## config.mk

```make
export PLATFORM = sky130hd
export DESIGN_NAME = spi_baud
export DESIGN_NICKNAME = d
export VERILOG_FILES = /design/src/rtl/spi_pkg.sv /design/src/rtl/rise_detect.sv /design/src/rtl/spi_baud.sv
export SDC_FILE = /design/constraint.sdc
export NUM_CORES = 1
export LEC_CHECK = 0
export ABC_CLOCK_PERIOD_IN_PS = 3700
export BUFFER_PORTS_ARGS = -buffer_cell sky130_fd_sc_hd__buf_2
export CAP_MARGIN = 20
export CORE_MARGIN = 5
export CORE_UTILIZATION = 60
export DETAILED_ROUTE_END_ITERATION = 10
export MAX_ROUTING_LAYER = met4
export PLACE_DENSITY = 0.87
export SLEW_MARGIN = 20
export SYNTH_ARGS = -nofsm -noshare
export SYNTH_HDL_FRONTEND = slang
export SYNTH_SLANG_ARGS = --single-unit
```

## constraint.sdc

```tcl
create_clock -name clk -period 3.7 [get_ports clk]
set_input_delay 0.185 -clock clk [delete_from_list [all_inputs] [get_ports clk]]
set_output_delay 0.185 -clock clk [all_outputs]
set_load 0.01 [all_outputs]
```

## src/rtl/spi_pkg.sv

```systemverilog
// Shared SPI constants and helpers used by the baud generator and its neighbours.
package spi_pkg;

  localparam int unsigned NBITS_DEF = 8;
  localparam int unsigned PSC_W_DEF = 4;
  localparam logic        CPOL_DEF  = 1'b0;

  // SCK half-period in clk cycles for a given prescaler select.
  function automatic int unsigned half_period(input int unsigned psc);
    return 32'd1 << psc;
  endfunction

endpackage

```

## src/rtl/rise_detect.sv

```systemverilog
// Registered rising-edge detector: rise is high for the cycle where d=1 and its
// registered copy is still 0.
module rise_detect (
  input  logic clk,
  input  logic rst,
  input  logic d,
  output logic rise
);

  logic d_q;
  logic d_d;

  always_comb begin
    d_d = d;
  end

  always_ff @(posedge clk) begin
    if (rst) begin
      d_q <= 1'b0;
    end else begin
      d_q <= d_d;
    end
  end

  assign rise = d & ~d_q;

endmodule

```

## src/rtl/spi_baud.sv

```systemverilog
// SPI SCK generator: each rising edge of start (while idle) emits NBITS SCK
// periods with half-period 2^psc clk cycles, then pulses done.
module spi_baud
  import spi_pkg::*;
#(
  parameter int unsigned NBITS = NBITS_DEF,
  parameter logic        CPOL  = CPOL_DEF,
  parameter int unsigned PSC_W = PSC_W_DEF
) (
  input  logic             clk,
  input  logic             rst,
  input  logic [PSC_W-1:0] psc,
  input  logic             start,
  output logic             clk_out,
  output logic             busy,
  output logic             done
);

  localparam int unsigned DIV_W  = 2 ** PSC_W;
  localparam int unsigned EDGE_W = $clog2(2 * NBITS) + 1;
  localparam logic [EDGE_W-1:0] LAST_EDGE = EDGE_W'(2 * NBITS - 1);

  logic              trig;
  logic              clk_out_q, clk_out_d;
  logic              busy_q, busy_d;
  logic              done_q, done_d;
  logic [DIV_W-1:0]  div_q, div_d;
  logic [EDGE_W-1:0] edge_q, edge_d;
  logic [PSC_W-1:0]  psc_lat_q, psc_lat_d;
  logic [DIV_W-1:0]  div_last;

  rise_detect u_start_rise (
    .clk  (clk),
    .rst  (rst),
    .d    (start),
    .rise (trig)
  );

  // Terminal count comes from the prescaler latched at launch, so psc may move mid-burst.
  always_comb begin
    div_last = DIV_W'(half_period(32'(psc_lat_q)) - 32'd1);
  end

  always_comb begin
    clk_out_d = clk_out_q;
    busy_d    = busy_q;
    done_d    = 1'b0;
    div_d     = div_q;
    edge_d    = edge_q;
    psc_lat_d = psc_lat_q;

    if (!busy_q) begin
      clk_out_d = CPOL;
      div_d     = '0;
      edge_d    = '0;
      if (trig) begin
        busy_d    = 1'b1;
        psc_lat_d = psc;
      end
    end else if (div_q == div_last) begin
      div_d     = '0;
      clk_out_d = ~clk_out_q;
      edge_d    = edge_q + 1'b1;
      // Final toggle returns SCK to its idle level and closes the burst.
      if (edge_q == LAST_EDGE) begin
        busy_d = 1'b0;
        done_d = 1'b1;
        edge_d = '0;
      end
    end else begin
      div_d = div_q + 1'b1;
    end
  end

  always_ff @(posedge clk) begin
    if (rst) begin
      clk_out_q <= CPOL;
      busy_q    <= 1'b0;
      done_q    <= 1'b0;
      div_q     <= '0;
      edge_q    <= '0;
      psc_lat_q <= '0;
    end else begin
      clk_out_q <= clk_out_d;
      busy_q    <= busy_d;
      done_q    <= done_d;
      div_q     <= div_d;
      edge_q    <= edge_d;
      psc_lat_q <= psc_lat_d;
    end
  end

  assign clk_out = clk_out_q;
  assign busy    = busy_q;
  assign done    = done_q;

endmodule

```

==> results of run 1 <==
## per-stage QoR
| stage | worst slack (ns) | total power, mW |
|---|---|---|
| 2_1_floorplan | 0.9122 | 0.4670 |
| 3_3_place_gp | 0.5012 | 0.4929 |
| 3_5_place_dp | 0.4437 | 0.4962 |
| 4_1_cts | 0.4186 | 0.7680 |
| 5_1_grt | 0.09473 | 0.8061 |
| 6_report | 0.3319 | 0.7641 |
## cells by family after synthesis
group,Yosys count,synth area share
fa+ha+maj,3,0.01962
buf+inv,24,0.05886
xor+xnor,22,0.1007
simple gates,110,0.3401
flops,29,0.3035
compound gates,44,0.1563
mux,4,0.02093
## area by class of cell
cell class / count / share of cell area
Clock buffer: 7 / 0.02701
Clock inverter: 1 / 0.01473
Inverter: 8 / 0.01473
Multi-Input combinational cell: 183 / 0.5985
Sequential cell: 29 / 0.2848
Tap cell: 44 / 0.02701
Timing Repair Buffer: 12 / 0.03315
## placed cells by master, fill, tap and decap left out, types with 4 or more instances in the layout
| master | synthesis | routed |
|---|---|---|
| sky130_fd_sc_hd__a21oi_1 | 12 | 12 |
| sky130_fd_sc_hd__nor3_1 | 20 | 20 |
| sky130_fd_sc_hd__nand2b_1 | 7 | 7 |
| sky130_fd_sc_hd__o21ai_0 | 7 | 7 |
| sky130_fd_sc_hd__nor2_1 | 11 | 11 |
| sky130_fd_sc_hd__dfxtp_1 | 29 | 29 |
| sky130_fd_sc_hd__inv_1 | 8 | 8 |
| sky130_fd_sc_hd__and3_1 | 11 | 11 |
| sky130_fd_sc_hd__xnor2_1 | 11 | 11 |
| sky130_fd_sc_hd__nor3b_1 | 5 | 5 |
| sky130_fd_sc_hd__buf_2 | 6 | 9 |
| sky130_fd_sc_hd__xor2_1 | 11 | 11 |
| sky130_fd_sc_hd__nand2_1 | 18 | 18 |
| sky130_fd_sc_hd__o31ai_1 | 5 | 5 |
| sky130_fd_sc_hd__nand3_1 | 7 | 7 |
| sky130_fd_sc_hd__nand4_1 | 10 | 10 |
| sky130_fd_sc_hd__mux2i_1 | 4 | 4 |
| sky130_fd_sc_hd__clkbuf_4 | 0 | 5 |
## worst reg2reg max path, cell delays in order, from the launching register on
cell and delay [ns]:
sky130_fd_sc_hd__dfxtp_1 0.80, sky130_fd_sc_hd__nor3_1 0.16, sky130_fd_sc_hd__nand2_1 0.10, sky130_fd_sc_hd__ha_1 0.44
sky130_fd_sc_hd__nor3b_1 0.33, sky130_fd_sc_hd__o32a_1 0.20, sky130_fd_sc_hd__nand4_1 0.09, sky130_fd_sc_hd__or4b_1 0.52
sky130_fd_sc_hd__nor4_1 0.43, sky130_fd_sc_hd__mux2i_1 0.22
## Yosys cell counts (all sizes together)
| master | instances |
|---|---|
| a21oi | 12 |
| nand2 | 18 |
| dfxtp | 29 |
| a21o | 1 |
| and3 | 11 |
| ha | 3 |
| o2111ai | 1 |
| a2111oi | 3 |
| mux2i | 4 |
| and2 | 2 |
| a31oi | 1 |
| nor3 | 21 |
| nor4b | 1 |
| nor3b | 5 |
| or4b | 1 |
| nand3 | 8 |
| nor4 | 3 |
| nor2 | 11 |
| o21a | 1 |
| nor2b | 3 |
| o32a | 1 |
| a211oi | 1 |
| o31ai | 5 |
| clkbuf | 7 |
| xnor2 | 11 |
| a22oi | 1 |
| inv | 8 |
| o21bai | 3 |
| a311oi | 1 |
| and3b | 1 |
| xor2 | 11 |
| buf | 9 |
| or3 | 2 |
| o2bb2ai | 1 |
| o21ai | 8 |
| or4 | 2 |
| nand2b | 7 |
| nand4 | 10 |
| a21boi | 2 |
| a41oi | 1 |
| nand3b | 2 |
| a32o | 1 |
| and4 | 2 |
## flip-flops by register name, indices dropped and copies added (netlist names)
name,flops
done,1
busy,1
psc_lat_q,4
clk_out,1
div_q,16
edge_q,5
u_start_rise.d_q,1
## routing by layer
layer	vias up	track usage
met5	-	-
met3	7	0.05396
met4	0	0.09137
met1	827	0.2867
met2	40	0.3482
li1	871	-
## power groups by stage
stage	Sequential, mW	Clock [mW]	Combinational, mW
final	0.333	0.271	0.160
after global routing	0.334	0.294	0.179
after CTS	0.332	0.277	0.159
after detailed placement	0.339	0	0.157
after global placement	0.339	0	0.154
after floorplan	0.331	0	0.136
## how the worst min path moves through the flow
stage                 from                           to  slack, ns
floorplan              rst  u_start_rise.d_q$_SDFF_PP0_       0.26
global placement    psc[1]    psc_lat_q[1]$_SDFFE_PP0P_       0.43
detailed placement  psc[1]    psc_lat_q[1]$_SDFFE_PP0P_       0.42
CTS                 psc[1]    psc_lat_q[1]$_SDFFE_PP0P_       0.07
global route        psc[1]    psc_lat_q[1]$_SDFFE_PP0P_        0.1
finish              psc[1]    psc_lat_q[1]$_SDFFE_PP0P_       0.09
==> impl_summary.md, run 1 <==
Outcome
The flow ran to the end, and the final reports show no timing, DRC or antenna violations.

Layout
The growth of design area from synthesis to finish is 6.540%. At the end of the flow the core is filled with cells to 0.6676. The number of non-filler instances in the completed layout is roughly 280. In the final design database the tool counted 249 nets.

The number of antenna repair diodes is 0. The ratio of cells with drive above 1 in the final layout is 0.1000. In the final layout, flip-flops and latches occupy about 580 um2. The area of the multi-input gates is 1220 um2. The finished cells cover 2038 um2. Fill cells in the final layout number between 200 and 300.

Synth
The mean area per synthesized cell is between 8 and 9 um2. The cell accounting for the most synthesized area is sky130_fd_sc_hd__dfxtp_1. The cell count after synthesis is 236.

Synthesis produced a netlist with a net count of 246. Of the post-synthesis cell area, the dominant cell type holds 0.3035. The netlist area before placement is 1913 um2.

Synthesis inferred 29 register bits. Ranked by total cell area, the synthesized netlist is headed by sky130_fd_sc_hd__dfxtp_1 (30%), sky130_fd_sc_hd__nor3_1 (5.2%), sky130_fd_sc_hd__xnor2_1 (5.0%). Yosys printed 0 warnings.

For this run, the register share of the synthesized area comes to 0.3035. The number of unique standard cell types used by synthesis is 50.

Route
The uppermost metal layer occupied by signal nets is met4. In the routed layout, each cell is associated on average with a via count of 6.144. The post-route met1 wirelength is 1976 um. The iteration-0 DRC count of the detailed router is 134. The routed length on met3 is 241 um. In the routed design, unresolved DRC markers number 0. Detailed routing placed a total of between 1500 and 2000 um of wire on met2.

In the final routed layout, each cell accounts on average for 15.02 um. The wire length reported by the detailed router is 4267 um. The first TritonRoute pass finished after 4 iterations. The via count is between 1.5k and 2k.

The count of nets left with antenna violations once routing finished came out at 0.

Worst setup path
The count of cells along the worst register-to-register path is 9. The number of buffers and inverters on the critical path is 0. The slack of the worst reg-to-reg path is 0.33 ns. The termination of the worst setup path is edge_q[2]$_SDFFE_PP0N_. For this run, the slowest stage of the critical path takes roughly 0.8 ns. In this run the critical register-to-register path is captured at edge_q[2]$_SDFFE_PP0N_. The signal on the critical path passes through nor3_1, nand2_1, ha_1, nor3b_1, o32a_1, nand4_1, or4b_1, nor4_1, mux2i_1. The launch instance of the worst register-to-register path is psc_lat_q[1]$_SDFFE_PP0P_. Among all stages on the critical path, the largest delay is contributed by sky130_fd_sc_hd__dfxtp_1. Data arrives at the worst endpoint at around 3.6 ns. The highest fanout seen on the critical path is 21.

In this run the worst setup path begins at psc_lat_q[1]$_SDFFE_PP0P_. The worst setup path is launched from a flip-flop. The worst setup path is captured at a flip-flop. Counting buffers and inverters, the worst setup path is 9 cells deep.

The largest delay contributor family on the critical path is simple AND/OR/NAND/NOR gates. Data on the critical path is required at its endpoint by 3.97 ns. The critical path is of the reg2reg type.

Power and ir drop
The total internal power is approximately 540 uW. Of the total power, combinational logic draws 0.210. Summed over all nets, the switching power comes to approximately 220 uW. In this run the power density over the cells is 374.9 nW/um2.

The relative contribution of the clock network to total power is 0.355. Of the total power, the share spent switching nets is 0.2886. The maximum vdd drop is approximately 0.25 mV. Of the total power, registers draw 0.435. The leakage power is 0.7100 nW.

CTS
The cell sitting at the root of the clock tree is a sky130_fd_sc_hd__clkbuf_4. The post-cts hold buffer count is 0. The number of sinks driven by the clock tree is 29. The CTS tree is yes. The number of instances resized during post-cts repair is 0.

Clock latency on the worst-skew pair, taken at its later pin, is roughly 0.33 ns. The CTS H-tree depth is 2. The maximum buffer depth of the clock tree is 2.

The number of clock buffers added by TritonCTS is 5. The buffers inserted during post-CTS setup optimization is 0. The clock transition at the registers of the reported paths is 0.09 ns.

Floorplanning
The die width is 66.47 um. The count of boundary I/O pins is 10. The effective utilization at floorplan is 0.6266. The total die area is around 4400 um2.

The height of the die is 66.47 um. In this run the standard cell core region covers between 3000 and 4000 um2. The row count is 20.

Placement
At the end of routability-driven placement, the weighted congestion stood at 0.9663. During placement, the flow inserted port buffers numbering 9. Counting tap cells, the placed design contains a total of 276 instances. The sum of net half-perimeters after detailed placement is between 3000 and 4000 um.

After detailed placement, the total cell area comes to 1953 um2.

Hold path
The count of cells along the worst hold path is 3. The worst hold path class is in2reg.

Global routing
The total global-route track usage is 0.2268. The via count of the first global-routing pass is 1591. The first-pass GRT wire length is 7362 um.

Entering global routing, the biggest net connects 22 pins. The initial antenna violation count came to 0. For this run the aggregate overflow at the end of global routing stands at 0.

Timing
The worst hold slack is ~0.085 ns. Derived from the worst setup path, the maximum achievable clock frequency is just under 300 MHz. Of the available clock period, the critical path in the final layout requires 0.9103. The final worst clock skew is 0.006030 ns.

The post-layout minimum cycle time is approximately 3.4 ns. The slew at the pin with the worst max-slew slack is 0.8246 ns. The final-report hold violation count is 0. The number of pins with negative max-slew slack in the final report came to 0. Setup repair after global routing left no endpoint under its margin. In this run the tightest slew margin relative to its limit is 0.4503.

The final setup violation count is 0. For the final routed database, the setup TNS stands at 0 ns.

Job
The tool flagged a number of max-cap violations equal to 0.
(Power assumes the default switching activity.)
==> run 2: changes to the inputs <==
Settings changed: CORE_UTILIZATION 60 to 61, PLACE_DENSITY 0.87 to 0.88.
==> run 2 against run 1 <==
Compared with the run above: clock skew shrank 0.00072 ns; flip-flop and latch count unchanged; highest routed layer unchanged; clock-buffer cell count unchanged; utilization fell by 0.19 points; wire length decreased by 2.7%; first-iteration DRC count is 25% lower; cell area fell by 1.1%; via count down 1.1%; non-clock buffer count rose by 1; register-to-register slack improved by 0.14 ns.
==> impl_summary.md, run 2 (synthesized netlist as in run 1, its figures left out) <==
Layout
Commonest cells after routing, fill and taps aside: sky130_fd_sc_hd__dfxtp_1 (29), sky130_fd_sc_hd__nor3_1 (20), sky130_fd_sc_hd__nand2_1 (18) (unchanged). The number of antenna repair diodes is 0 (unchanged). The most frequent standard cell in the layout excluding fill and tap cells is sky130_fd_sc_hd__dfxtp_1 (unchanged). The flip-flop count of the largest register after layout is 16 (unchanged). The register bank with the most flops is div_q (unchanged). The ratio of cells with drive above 1 in the final layout is 0.1000 (unchanged).

The growth of design area from synthesis to finish is 5.363% (was 6.540%). The number of nets in the layout is 250 (was 249). The finished layout cell area is 2016 um2 (was 2038 um2).

Registers with the most flip-flops: div_q x16, edge_q x5, psc_lat_q x4 (unchanged).

CTS
The maximum buffer depth of the clock tree is 2 (unchanged). The number of sinks driven by the clock tree is 29 (unchanged). The clock transition at the registers of the reported paths came to 0.08 ns (was 0.09 ns). The number of instances resized during post-cts repair is 0 (unchanged). The cell at the root of the clock tree was sky130_fd_sc_hd__clkbuf_4 (unchanged). The CTS tree is yes (unchanged). The number of CTS-inserted buffers is 5 (unchanged). The later-pin clock latency in the skew report is 0.32 ns (was 0.33 ns). The buffers inserted during post-CTS setup optimization was 0 (unchanged). The CTS H-tree depth was 2 (unchanged). The post-cts hold buffer count is 0 (unchanged).

Timing
The final-report hold violation count was 0 (unchanged). The post-layout minimum cycle time is 3.230 ns (was 3.368 ns). The maximum frequency from static timing analysis is 309.6 MHz (was 296.9 MHz). The slew at the pin with the worst max-slew slack is 0.7958 ns (was 0.8246 ns). The post-route setup TNS was 0 ns (unchanged). The remaining max-slew budget at the tightest pin is 0.4695 (was 0.4503). The final worst clock skew was 0.005308 ns (was 0.006030 ns). The final worst-path cycle share is 0.8729 (was 0.9103).

The final critical-path setup slack is 0.4701 ns (was 0.3319 ns). RSZ-0062 raised after global routing: false (unchanged). The final setup violation count is 0 (unchanged). The number of pins with negative max-slew slack in the final report was 0 (unchanged).

Floorplanning
The count of boundary I/O pins is 10 (unchanged). The total die area is 4356 um2 (was 4418 um2). The standard cell core area is 3028 um2 (was 3053 um2). The effective utilization at floorplan is 0.6318 (was 0.6266).

The row count is 20 (unchanged). The die width is 66 um (was 66.47 um). The height of the die came to 66 um (was 66.47 um).

Global routing
The total global-route track usage is 0.2240 (was 0.2268). The total grt overflow is 0 (unchanged). The initial antenna violation count is 0 (unchanged). The first-pass GRT wire length was 7327 um (was 7362 um). The via count of the first global-routing pass is 1541 (was 1591). The maximum number of pins on one net before global-route repair is 25 (was 22).

Worst setup path
The required time reported for the critical path endpoint was 3.96 ns (was 3.97 ns). The element type at the critical path end is a flip-flop (unchanged). The largest delay contributor family on the critical path is simple AND/OR/NAND/NOR gates (unchanged).

The critical-path cell with the highest stage delay was sky130_fd_sc_hd__dfxtp_1 (unchanged). The arrival time of the worst setup path is 3.49 ns (was 3.64 ns). The number of buffers and inverters on the critical path is 1 (was 0). The cell count along the critical path was 9 (unchanged). The delay of the slowest cell on the worst path is 0.68 ns (was 0.80 ns).

The type of the worst setup path is reg2reg (unchanged). The highest fanout seen on the critical path is 15 (was 21). Cell breakdown of the critical path: nor4_4, inv_1, ha_1, nor3b_1, o32a_1, nand4_1, or4b_1, nor4_1, mux2i_1 (was nor3_1, nand2_1, ha_1, nor3b_1, o32a_1, nand4_1, or4b_1, nor4_1, mux2i_1). The startpoint type of the worst setup path is a flip-flop (unchanged). The count of cells along the worst register-to-register path is 9 (unchanged).

Placement
The worst setup slack after placement was 0.5451 ns (was 0.4437 ns). The area of placed instances was 1961 um2 (was 1953 um2). The sum of net half-perimeters after detailed placement is 2970 um (was 3006 um). The final weighted congestion of routability-driven global placement is 0.9886 (was 0.9663).

The number of buffers added on ports is 9 (unchanged).

Hold path
The worst hold path class is in2reg (unchanged). The count of cells along the worst hold path is 3 (unchanged).

Route
The wire length reported by the detailed router is 4153 um (was 4267 um). The number of nets still failing antenna checks after routing is 0 (unchanged). The total iterations of the first detailed-routing run is 4 (unchanged). The iteration-0 DRC count of the detailed router was 101 (was 134).

The number of vias per cell was 6.077 (was 6.144). The routed length per instance is 14.62 um (was 15.02 um). The via count was 1726 (was 1745). The DRC violation count after routing was 0 (unchanged).

Power and ir drop
The leakage power is 0.7012 nW (was 0.7100 nW). The sum of internal, switching and leakage power is 686.3 uW (was 764.1 uW). The maximum vdd drop is 0.2177 mV (was 0.2542 mV). The power density normalized to cell area was 340.5 nW/um2 (was 374.9 nW/um2).

Outcome
Run status: complete, no violations (unchanged).

Job
The total of max-cap violations is 0 (unchanged).
==> run 2: changes by cell type in the layout (fill, tap and decap cells not counted), sizes merged <==
cell and change:
bufinv -1, buf +1
==> run 2: final timing paths <==
path / start / to / slack [ns]
worst min-delay path: psc[3] / psc_lat_q[3]$_SDFFE_PP0P_ / 0.09
worst max register to register: psc_lat_q[0]$_SDFFE_PP0P_ / edge_q[2]$_SDFFE_PP0N_ / 0.47
worst min register to register: edge_q[4]$_SDFFE_PP0N_ / edge_q[4]$_SDFFE_PP0N_ / 0.44
worst max-delay path: psc_lat_q[0]$_SDFFE_PP0P_ / edge_q[2]$_SDFFE_PP0N_ / 0.47
==> run 2: routing by layer <==
layer / vias to the layer above / track usage / wire length, um
met2: 63 / 0.3166 / 1829
li1: 874 / - / -
met3: 11 / 0.06463 / 379
met5: - / - / 0
met1: 778 / 0.3052 / 1868
met4: 0 / 0.07614 / 76
==> run 2: layout make-up <==
cell class                      instances  area, um2
Clock buffer                            7      55.05
Inverter                                8      30.03
Multi-Input combinational cell        183       1220
Sequential cell                        29      580.6
Fill cell                             259       1012
Tap cell                               44      55.05
Timing Repair Buffer                   13      75.07
==> run 2: worst reg2reg max path: cells and delay by family, from the launching register on <==
family,cells,cell delay [ns]
AOI/OAI and AO/OA,1,0.22
adders and majority gates,1,0.43
buffers and inverters,1,0.08
DFF,1,0.68
muxes,1,0.23
and+or+nand+nor,5,1.53
==> run 2: per-stage QoR <==
stage | cells | utilization | hold WS, ns
after floorplan | 236 | - | 0.2566
after global placement | 277 | 0.6475 | 0.4182
final | 284 | 0.6657 | 0.09340
after global routing | 284 | 0.6657 | 0.09660
after CTS | 284 | 0.6657 | 0.09101
after detailed placement | 277 | 0.6475 | 0.4254
==> run 2: where the power goes <==
group	internal [mW]	switching, mW
Sequential	0.317	0.0103
Combinational	0.0655	0.0995
Clock	0.0895	0.104
